[config.mk]
export PLATFORM = sky130hd
export DESIGN_NAME = program_loader_flat
export DESIGN_NICKNAME = d
export VERILOG_FILES = /design/src/rtl/program_loader_if.sv /design/src/rtl/program_loader.sv /design/src/flat_wrapper.sv
export SDC_FILE = /design/constraint.sdc
export NUM_CORES = 1
export LEC_CHECK = 0
export CORE_ASPECT_RATIO = 1.75
export CORE_MARGIN = 2
export CORE_UTILIZATION = 55
export DETAILED_ROUTE_END_ITERATION = 8
export GPL_TIMING_DRIVEN = 0
export PLACE_DENSITY = 0.8
export SLEW_MARGIN = 20
export SYNTH_ARGS = -nofsm -noshare
export SYNTH_HDL_FRONTEND = slang
export SYNTH_SLANG_ARGS = --single-unit
[constraint.sdc]
create_clock -name clk -period 2.9 [get_ports clk]
set_input_delay 0.58 -clock clk [delete_from_list [all_inputs] [get_ports clk]]
set_output_delay 0.58 -clock clk [all_outputs]
set_load 0.03 [all_outputs]
[src/rtl/program_loader_if.sv]
// Boot loader port bundle: byte stream in, instruction/data BRAM write ports and
// CPU hand-off status out.
interface program_loader_if #(
    parameter int unsigned ADDR_WIDTH = 10
);
    logic                  start;
    logic [7:0]            s_dat;
    logic                  s_valid;
    logic                  s_ready;

    logic [ADDR_WIDTH-1:0] i_w_addr;
    logic [31:0]           i_w_dat;
    logic                  i_w_enb;

    logic [ADDR_WIDTH-1:0] d_w_addr;
    logic [31:0]           d_w_dat;
    logic                  d_w_enb;

    logic                  pc_stall;
    logic                  d_bram_init_done;
    logic                  busy;
    logic                  err;

    // Host / stream source side
    modport master (
        output start, s_dat, s_valid,
        input  s_ready,
        input  i_w_addr, i_w_dat, i_w_enb,
        input  d_w_addr, d_w_dat, d_w_enb,
        input  pc_stall, d_bram_init_done, busy, err
    );

    // Loader side
    modport slave (
        input  start, s_dat, s_valid,
        output s_ready,
        output i_w_addr, i_w_dat, i_w_enb,
        output d_w_addr, d_w_dat, d_w_enb,
        output pc_stall, d_bram_init_done, busy, err
    );
endinterface

[src/rtl/program_loader.sv]
// Boot-time program loader: assembles a little-endian byte stream into 32-bit words and
// writes them to instruction and data BRAM, holding the CPU PC until the image is loaded.
module program_loader #(
    parameter int unsigned ADDR_WIDTH  = 10,
    parameter int unsigned MAX_I_WORDS = 256,
    parameter int unsigned MAX_D_WORDS = 256
) (
    input  logic            clk,
    input  logic            rst,
    program_loader_if.slave bus
);

    localparam int unsigned MAX_WORDS = (MAX_I_WORDS > MAX_D_WORDS) ? MAX_I_WORDS : MAX_D_WORDS;
    localparam int unsigned IDX_W     = $clog2(MAX_WORDS + 1);

    typedef enum logic [2:0] {
        IDLE   = 3'd0,
        HDR_I  = 3'd1,
        HDR_D  = 3'd2,
        LOAD_I = 3'd3,
        LOAD_D = 3'd4,
        DONE   = 3'd5,
        ERROR  = 3'd6
    } state_t;

    state_t                state;
    logic [1:0]            byte_cnt;
    logic [23:0]           word_buf;
    logic [31:0]           n_i;
    logic [31:0]           n_d;
    logic [IDX_W-1:0]      word_idx;

    logic                  s_ready_r;
    logic [ADDR_WIDTH-1:0] i_w_addr_r;
    logic [31:0]           i_w_dat_r;
    logic                  i_w_enb_r;
    logic [ADDR_WIDTH-1:0] d_w_addr_r;
    logic [31:0]           d_w_dat_r;
    logic                  d_w_enb_r;
    logic                  pc_stall_r;
    logic                  init_done_r;
    logic                  busy_r;
    logic                  err_r;

    logic                  accept;
    logic                  word_done;
    logic [31:0]           word_full;
    logic [31:0]           idx_next;
    logic [ADDR_WIDTH-1:0] word_addr;
    logic                  hdr_bad;

    // The 4th byte of a word completes it combinationally with the three buffered bytes
    assign accept    = bus.s_valid & s_ready_r;
    assign word_done = accept & (byte_cnt == 2'd3);
    assign word_full = {bus.s_dat, word_buf};
    assign idx_next  = 32'(word_idx) + 32'd1;
    assign word_addr = ADDR_WIDTH'({word_idx, 2'b00});
    assign hdr_bad   = (n_i > 32'(MAX_I_WORDS)) | (word_full > 32'(MAX_D_WORDS));

    always_ff @(posedge clk) begin
        if (rst) begin
            state       <= IDLE;
            byte_cnt    <= 2'd0;
            word_buf    <= 24'd0;
            n_i         <= 32'd0;
            n_d         <= 32'd0;
            word_idx    <= '0;
            s_ready_r   <= 1'b0;
            i_w_addr_r  <= '0;
            i_w_dat_r   <= 32'd0;
            i_w_enb_r   <= 1'b0;
            d_w_addr_r  <= '0;
            d_w_dat_r   <= 32'd0;
            d_w_enb_r   <= 1'b0;
            pc_stall_r  <= 1'b1;
            init_done_r <= 1'b0;
            busy_r      <= 1'b0;
            err_r       <= 1'b0;
        end else begin
            i_w_enb_r <= 1'b0;
            d_w_enb_r <= 1'b0;

            if (accept) begin
                byte_cnt <= byte_cnt + 2'd1;
                case (byte_cnt)
                    2'd0:    word_buf[7:0]   <= bus.s_dat;
                    2'd1:    word_buf[15:8]  <= bus.s_dat;
                    2'd2:    word_buf[23:16] <= bus.s_dat;
                    default: word_buf        <= word_buf;
                endcase
            end

            case (state)
                IDLE, DONE, ERROR: begin
                    if (bus.start) begin
                        state       <= HDR_I;
                        byte_cnt    <= 2'd0;
                        s_ready_r   <= 1'b1;
                        busy_r      <= 1'b1;
                        err_r       <= 1'b0;
                        pc_stall_r  <= 1'b1;
                        init_done_r <= 1'b0;
                    end else if (state == DONE) begin
                        // Released one cycle after entry so the final write pulse lands first
                        pc_stall_r  <= 1'b0;
                        init_done_r <= 1'b1;
                    end
                end

                HDR_I: begin
                    if (word_done) begin
                        n_i   <= word_full;
                        state <= HDR_D;
                    end
                end

                HDR_D: begin
                    if (word_done) begin
                        n_d      <= word_full;
                        word_idx <= '0;
                        if (hdr_bad) begin
                            state     <= ERROR;
                            err_r     <= 1'b1;
                            s_ready_r <= 1'b0;
                            busy_r    <= 1'b0;
                        end else if (n_i != 32'd0) begin
                            state <= LOAD_I;
                        end else if (word_full != 32'd0) begin
                            state <= LOAD_D;
                        end else begin
                            state     <= DONE;
                            s_ready_r <= 1'b0;
                            busy_r    <= 1'b0;
                        end
                    end
                end

                LOAD_I: begin
                    if (word_done) begin
                        i_w_enb_r  <= 1'b1;
                        i_w_addr_r <= word_addr;
                        i_w_dat_r  <= word_full;
                        word_idx   <= word_idx + IDX_W'(1);
                        if (idx_next == n_i) begin
                            word_idx <= '0;
                            if (n_d != 32'd0) begin
                                state <= LOAD_D;
                            end else begin
                                state     <= DONE;
                                s_ready_r <= 1'b0;
                                busy_r    <= 1'b0;
                            end
                        end
                    end
                end

                LOAD_D: begin
                    if (word_done) begin
                        d_w_enb_r  <= 1'b1;
                        d_w_addr_r <= word_addr;
                        d_w_dat_r  <= word_full;
                        word_idx   <= word_idx + IDX_W'(1);
                        if (idx_next == n_d) begin
                            word_idx  <= '0;
                            state     <= DONE;
                            s_ready_r <= 1'b0;
                            busy_r    <= 1'b0;
                        end
                    end
                end

                default: begin
                    state     <= IDLE;
                    s_ready_r <= 1'b0;
                    busy_r    <= 1'b0;
                end
            endcase
        end
    end

    assign bus.s_ready          = s_ready_r;
    assign bus.i_w_addr         = i_w_addr_r;
    assign bus.i_w_dat          = i_w_dat_r;
    assign bus.i_w_enb          = i_w_enb_r;
    assign bus.d_w_addr         = d_w_addr_r;
    assign bus.d_w_dat          = d_w_dat_r;
    assign bus.d_w_enb          = d_w_enb_r;
    assign bus.pc_stall         = pc_stall_r;
    assign bus.d_bram_init_done = init_done_r;
    assign bus.busy             = busy_r;
    assign bus.err              = err_r;

endmodule

[src/flat_wrapper.sv]
// flat-port wrapper written by rule: the top's interface ports become plain ports
module program_loader_flat 
#(
    parameter int unsigned ADDR_WIDTH  = 10,
    parameter int unsigned MAX_I_WORDS = 256,
    parameter int unsigned MAX_D_WORDS = 256
)
  (clk, rst, bus_start, bus_s_dat, bus_s_valid, bus_s_ready, bus_i_w_addr, bus_i_w_dat, bus_i_w_enb, bus_d_w_addr, bus_d_w_dat, bus_d_w_enb, bus_pc_stall, bus_d_bram_init_done, bus_busy, bus_err);
  program_loader_if #(.ADDR_WIDTH(ADDR_WIDTH)) bus_i ();
  input  logic clk;
  input  logic rst;
  input wire logic [$bits(bus_i.start)-1:0] bus_start;
  input wire logic [$bits(bus_i.s_dat)-1:0] bus_s_dat;
  input wire logic [$bits(bus_i.s_valid)-1:0] bus_s_valid;
  output wire logic [$bits(bus_i.s_ready)-1:0] bus_s_ready;
  output wire logic [$bits(bus_i.i_w_addr)-1:0] bus_i_w_addr;
  output wire logic [$bits(bus_i.i_w_dat)-1:0] bus_i_w_dat;
  output wire logic [$bits(bus_i.i_w_enb)-1:0] bus_i_w_enb;
  output wire logic [$bits(bus_i.d_w_addr)-1:0] bus_d_w_addr;
  output wire logic [$bits(bus_i.d_w_dat)-1:0] bus_d_w_dat;
  output wire logic [$bits(bus_i.d_w_enb)-1:0] bus_d_w_enb;
  output wire logic [$bits(bus_i.pc_stall)-1:0] bus_pc_stall;
  output wire logic [$bits(bus_i.d_bram_init_done)-1:0] bus_d_bram_init_done;
  output wire logic [$bits(bus_i.busy)-1:0] bus_busy;
  output wire logic [$bits(bus_i.err)-1:0] bus_err;
  assign bus_i.start = bus_start;
  assign bus_i.s_dat = bus_s_dat;
  assign bus_i.s_valid = bus_s_valid;
  assign bus_s_ready = bus_i.s_ready;
  assign bus_i_w_addr = bus_i.i_w_addr;
  assign bus_i_w_dat = bus_i.i_w_dat;
  assign bus_i_w_enb = bus_i.i_w_enb;
  assign bus_d_w_addr = bus_i.d_w_addr;
  assign bus_d_w_dat = bus_i.d_w_dat;
  assign bus_d_w_enb = bus_i.d_w_enb;
  assign bus_pc_stall = bus_i.pc_stall;
  assign bus_d_bram_init_done = bus_i.d_bram_init_done;
  assign bus_busy = bus_i.busy;
  assign bus_err = bus_i.err;
  program_loader #(.ADDR_WIDTH(ADDR_WIDTH), .MAX_I_WORDS(MAX_I_WORDS), .MAX_D_WORDS(MAX_D_WORDS)) u_core (.clk(clk), .rst(rst), .bus(bus_i));
endmodule
# After elaboration in Yosys (flattened, before gate mapping)
# Index checks and enable logic that the tools add are counted.
word_totals:
  wordCells: 115
  regBits: 188
  output_inout_bits: 91
classes:
  magnitude_cmp: 2
  n_eq_ne: 22
  bitwise: 6
  n_reduce_logical: 23
  addsub: 3
  mux: 41
op_table:
  columns: ["operator", "count"]
  rows:
  - ["32-bit nonzero test", 3]
  - ["32-bit equality test", 2]
  - ["32-bit by 9-bit > comparator with 1-bit output (second input constant)", 2]
  - ["9-bit 2-to-1 mux", 5]
  - ["3-bit 2-to-1 mux", 9]
  - ["9-bit one-hot mux with 3 select lines", 1]
  - ["1-bit 2-to-1 mux", 20]
  - ["2-bit AND reduction", 8]
  - ["3-bit one-hot mux with 5 select lines", 1]
  - ["2-bit by 1-bit != test with 1-bit output (second input constant)", 7]
  - ["9-bit by 1-bit adder with 10-bit output (second input constant)", 1]
  - ["10-bit AND reduction", 1]
  - ["9-bit by 1-bit adder with 9-bit output (second input constant)", 1]
  - ["3-bit equality test (second input constant)", 3]
  - ["4-bit AND reduction", 2]
  - ["7-bit AND reduction", 1]
  - ["3-bit by 2-bit equality test with 1-bit output (second input constant)", 2]
  - ["2-bit 2-to-1 mux", 3]
  - ["3-bit by 2-bit != test with 1-bit output (second input constant)", 2]
  - ["1-bit one-hot mux with 5 select lines", 1]
  - ["2-bit equality test (second input constant)", 2]
  - ["2-bit != test (second input constant)", 2]
  - ["2-bit nonzero test", 2]
  - ["2-bit OR reduction", 2]
  - ["other kinds (11)", 14]

# Logic depth before layout (Yosys ltp)
depth:
  depth_word: 6
  mapped_depth: 10
  mapped_depth_nobuf: 9

# Worst setup path after synthesis
# No wires, ideal clock.
synth_timing:
  path_type: "reg-to-reg"
  start: "register u_core.word_idx[1]"
  end: "register u_core.word_idx[2]"
  n_path_buf: 1
  path_slack_ns: 0.352
  path_stages_with_launch: 11
  t_arrival_ns: 2.424
  required_ns: 2.776
  period_less_slack_ns: 2.548
  setup_ns: 0.124
  path_cell_list: "dfxtp_1 -> ha_1 -> buf_2 -> nand3_2 -> nor3_2 -> xnor2_1 -> xnor2_1 -> a2111oi_2 -> o22ai_2 -> a31oi_1 -> o22ai_1"
synth_between:
  elab_chain_cells: 5
  elab_cells_between_ends: 9
synth_lines:
  columns: ["element", "line", "source"]
  rows:
  - ["start: declaration", "program_loader.sv:31", "logic [IDX_W-1:0] word_idx;"]
  - ["start signal: assignment", "program_loader.sv:143", "word_idx <= word_idx + IDX_W'(1);"]
  - ["start signal: assignment", "program_loader.sv:162", "word_idx <= word_idx + IDX_W'(1);"]
  - ["9-bit by 1-bit adder with 10-bit output", "program_loader.sv:56", "assign idx_next = 32'(word_idx) + 32'd1;"]
  - ["32-bit equality test, on equally long branches", "program_loader.sv:163, program_loader.sv:144", null]
  - ["9-bit 2-to-1 mux, on equally long branches", "program_loader.sv:163, program_loader.sv:144", null]
  - ["9-bit 2-to-1 mux, on equally long branches", "program_loader.sv:158, program_loader.sv:139", null]
  - ["9-bit one-hot mux with 3 select lines *", "program_loader.sv:93", "case (state)"]
# Mark *: on every way between the ends. The rest lies on a longest branch, timed or not. The select of a mux whose other input is x is not followed.
# A chain may end at the register's enable or synchronous reset.

# Worst setup path after layout
layout_timing:
  start: "register u_core.word_idx[1]"
  end: "register u_core.state[2]"
layout_between:
  elab_chain_cells: 4
  elab_cells_between_ends: 6
layout_lines:
  columns: ["element", "line", "source"]
  rows:
  - ["9-bit by 1-bit adder with 10-bit output *", "program_loader.sv:56", null]
  - ["32-bit equality test, on equally long branches", "program_loader.sv:163, program_loader.sv:144", null]
  - ["2-bit by 1-bit != test with 1-bit output (no source line)", null, null]
  - ["7-bit AND reduction (no source line) *", null, null]
  - ["end signal: assignment", "program_loader.sv:62", "state <= IDLE;"]
  - ["end signal: assignment", "program_loader.sv:165", "state <= DONE;"]
  - ["end signal: assignment", "program_loader.sv:173", "state <= IDLE;"]
  - ["end: declaration", "program_loader.sv:26", "state_t state;"]
# Mark *: on every way between the ends. The rest lies on a longest branch, timed or not.

==> results.toml <==
[placement]
dpl_cell_area_um2 = 8830
placement.setup.worst_slack_ns = -0.2578
gp_congestion = 0.9931
numPlacedInstances = 1243
dp_hpwl_um = 16080
io_buffers = 88

[setup_path]
setup.reg_to_reg.worst_slack_ns = 0.08
crit_path_cell_trace = "ha_1 -> xor2_1 -> a2111oi_2 -> and4_1 -> nand4_1 -> a2111oi_4 -> buf_4 -> o22ai_2 -> o311ai_1 -> o21ai_1"
timing_worst_setup_path_type = "flip-flop to flip-flop"
crit_required_ns = 3.23
worstPathMaxFanout = 8
crit_end_element = "flip-flop"
launching_element_type_of_the_critical_path = "flip-flop"
crit_buf_inv = 1
critical-path-max-stage-delay_ns = 0.38
worst_path_max_delay_cell = "sky130_fd_sc_hd__dfxtp_4"
critPathTopFamily = "compound AO/OA/AOI/OAI gates"
cp_data_arrival_time_ns = 3.15

[yosys]
mean_post_synth_cell_area_um2 = 7.914
gate_count_after_technology_mapping = 975
ys_dominant_reg_cell = "sky130_fd_sc_hd__dfxtp_1"
async_reset_ff_share_pct = 0
synth.lib_cells_used.distinct = 59
synth-seq-area-share_pct = 48.78
number_of_synthesized_flops_with_an_enable_pin = 0
mappedNetlistArea_um2 = 7716
count_of_state_elements_after_synthesis = 188
yosysTopAreaCellShare_pct = 48.78
synth_largest_area_cell = "sky130_fd_sc_hd__dfxtp_1"
ys_warn_count = 0
yosys-top-cells-area = "sky130_fd_sc_hd__dfxtp_1 49%, sky130_fd_sc_hd__nand2_1 15%, sky130_fd_sc_hd__a21oi_1 10%"

[floorplanning]
die_area_um2 = 15030
die_width_um = 93.54
chipHeight_um = 160.7
num_io_pins = 103
initial_utilization_pct = 56.06
core_um2 = 13760
num_rows = 57

[power]
power.ir.vdd_worst_v = 0.0004405
total_power_mw = 5.076
cellPowerDensity_nw_per_um2 = 536.2
standby_leakage_power_nw = 3.318

[route]
route.detailed.drc = 0
detail-route-antenna-nets = 0
vias_per_cell = 5.660
wire_per_inst_um = 17.56
iteration_0_drc_count_of_the_detailed_router = 503
detailroute.via_count = 7222
drt-pass1-iter-count = 6
wirelength_um = 22410

[clock_network]
cts.hold.buffers_added = 0
cts_made_buffers = 17
ctsHtreeMaxLevel = 4
cts_root_buf = "sky130_fd_sc_hd__clkbuf_16"
clk-insertion-delay-late_ns = 0.45
clkSinkCount = 188
clkTransAtPathRegs_ns = 0.08
cts_buffer_depth = 2
cts_tree = "yes"

[finish]
nFillCells = 1151
final_nets = 1103
final_core_util_pct = 68.77
synthToLayoutAreaGrowth_pct = 22.67
antenna_cells = 0
drive_gt1_share_pct = 6.187
instances_no_fill = 1276
final_instance_area_um2 = 9465

[worst_hold_path]
min_path_type = "flip-flop to flip-flop"

[status]
status = "complete, no violations"

[timing]
timing.max_slew.rel_slack_pct = 51.51
number_of_hold_violations_in_the_final_report = 0
max_slew.worst_pin.slew_ns = 0.7274
finalWorstSetupSlack_ns = 0.07613
clock-skew-final_ns = 0.01566
slew_viol_final = 0
achievable-frequency_mhz = 354.1
setup_violations = 0
layout_min_cycle_time_ns = 2.824
min_period_over_period_pct = 97.37

[global_routing]
grt_pass1_vias = 7015
grt_overflow = 0
antenna_violations_before_repair = 0
global_route_wire_length_before_repair_um = 35340
grt_usage_pct = 30.25
grt_start_max_net_pins = 20

[job]
maxCapViolations = 0
cell families (layout without fill, tap and decap cells):
logic type	count (synthesis)	in the layout	synth area share, %
fa+ha+maj	5	5	0.8108
flops	188	188	48.78
other cells	1	4	0.04860
compound gates	193	193	14.09
xor+xnor	21	21	2.384
simple gates	452	452	25.44
buf+inv	86	207	4.686
mux	29	29	3.762
final cells by class:
cell class / count / area [µm²] / share of cell area, %
plain buffers: 78 / 335.3 / 3.543
clock buffers: 17 / 425.4 / 4.494
clock inverters: 15 / 152.6 / 1.613
inverters: 8 / 30.03 / 0.3173
multi-input cells: 704 / 3645 / 38.51
flip-flops and latches: 188 / 3767 / 39.80
well taps: 177 / 221.5 / 2.340
repair buffers: 89 / 888.4 / 9.385
state kept, by name, summed over array words and instances (netlist names):
register / cells
u_core.state: 3
u_core.byte_cnt: 2
u_core.bus.d_w_enb: 1
u_core.n_i: 32
u_core.bus.d_w_addr: 8
u_core.bus.i_w_dat: 32
u_core.word_idx: 9
u_core.bus.pc_stall: 1
u_core.bus.d_w_dat: 32
u_core.bus.i_w_addr: 8
u_core.n_d: 32
u_core.bus.s_ready: 1
u_core.bus.i_w_enb: 1
u_core.word_buf: 24
u_core.bus.d_bram_init_done: 1
u_core.bus.err: 1
what timing repair did:
action / CTS / global route
pin swaps: 0 / 4
resized for setup: 3 / 9
setup buffers: 0 / 1
setup endpoints to repair: 23 / 44
worst paths after layout:
| kind | start | to | depth (start not counted) |
|---|---|---|---|
| setup reg to reg | u_core.word_idx[1] | u_core.state[2] | 10 |
| hold / removal | u_core.bus.d_w_addr[4] | u_core.bus.d_w_addr[4] | 2 |
| setup / recovery | u_core.word_idx[1] | u_core.state[2] | 10 |
| hold reg to reg | u_core.bus.d_w_addr[4] | u_core.bus.d_w_addr[4] | 2 |
stage by stage:
step	TNS [ns]	hold WS, ns
2_1_floorplan	0	0.4308
3_3_place_gp	-7.345	0.4406
3_5_place_dp	-7.657	0.4457
4_1_cts	0	0.4546
5_1_grt	-0.1286	0.4684
6_report	0	0.4549
per-layer routing:
metal / global-route usage [%] / vias to the layer above / wire length, µm
met4: 19.10 / 0 / 1527
met5: 0 / - / 0
met2: 54.19 / 252 / 11870
li1: - / 3470 / -
met1: 31.95 / 3395 / 7938
met3: 5.300 / 105 / 1069
where the power goes:
group	internal [mW]	switching, mW
sequential	2.59	0.0188
clock	1.15	1.13
combinational	0.0552	0.138
Yosys cell counts, drive strengths merged, types with 2 or more instances:
cell type,instances
nand4,9
nand3b,2
a211oi,2
o311ai,2
or2,2
clkbuf,65
nand2,308
nor2b,11
dfxtp,188
a2111oi,2
nand3,18
buf,13
nor3,9
o31ai,3
o21ai,10
inv,7
o211ai,2
and3,2
nor4,22
a311oi,2
nor2,55
xnor2,11
o22ai,3
or4,3
nor3b,4
ha,5
o21bai,2
mux2i,29
a21oi,155
xor2,10
and4,2
a31oi,4
cell usage in the layout (no fill, tap or decap), types with 7 or more instances in the layout:
cell type | Yosys | final
sky130_fd_sc_hd__inv_1 | 7 | 7
sky130_fd_sc_hd__buf_4 | 7 | 8
sky130_fd_sc_hd__clkdlybuf4s50_1 | 0 | 88
sky130_fd_sc_hd__nand3_1 | 16 | 16
sky130_fd_sc_hd__a21oi_1 | 155 | 155
sky130_fd_sc_hd__xnor2_1 | 11 | 11
sky130_fd_sc_hd__nor2b_1 | 10 | 10
sky130_fd_sc_hd__nand2_1 | 308 | 308
sky130_fd_sc_hd__clkbuf_16 | 0 | 17
sky130_fd_sc_hd__mux2i_1 | 29 | 29
sky130_fd_sc_hd__nor2_1 | 54 | 53
sky130_fd_sc_hd__xor2_1 | 10 | 10
sky130_fd_sc_hd__dfxtp_1 | 188 | 187
sky130_fd_sc_hd__o21ai_0 | 9 | 9
sky130_fd_sc_hd__clkbuf_1 | 65 | 64
sky130_fd_sc_hd__nor3_1 | 8 | 8
sky130_fd_sc_hd__nor4_1 | 21 | 21
sky130_fd_sc_hd__nand4_1 | 8 | 8
worst reg2reg max path: stages (launching register included):
cell	delay, ns
sky130_fd_sc_hd__dfxtp_4	0.38
sky130_fd_sc_hd__ha_1	0.36
sky130_fd_sc_hd__xor2_1	0.18
sky130_fd_sc_hd__a2111oi_2	0.30
sky130_fd_sc_hd__and4_1	0.28
sky130_fd_sc_hd__nand4_1	0.14
sky130_fd_sc_hd__a2111oi_4	0.35
sky130_fd_sc_hd__buf_4	0.20
sky130_fd_sc_hd__o22ai_2	0.13
sky130_fd_sc_hd__o311ai_1	0.29
sky130_fd_sc_hd__o21ai_1	0.09
(Power assumes the default switching activity.)
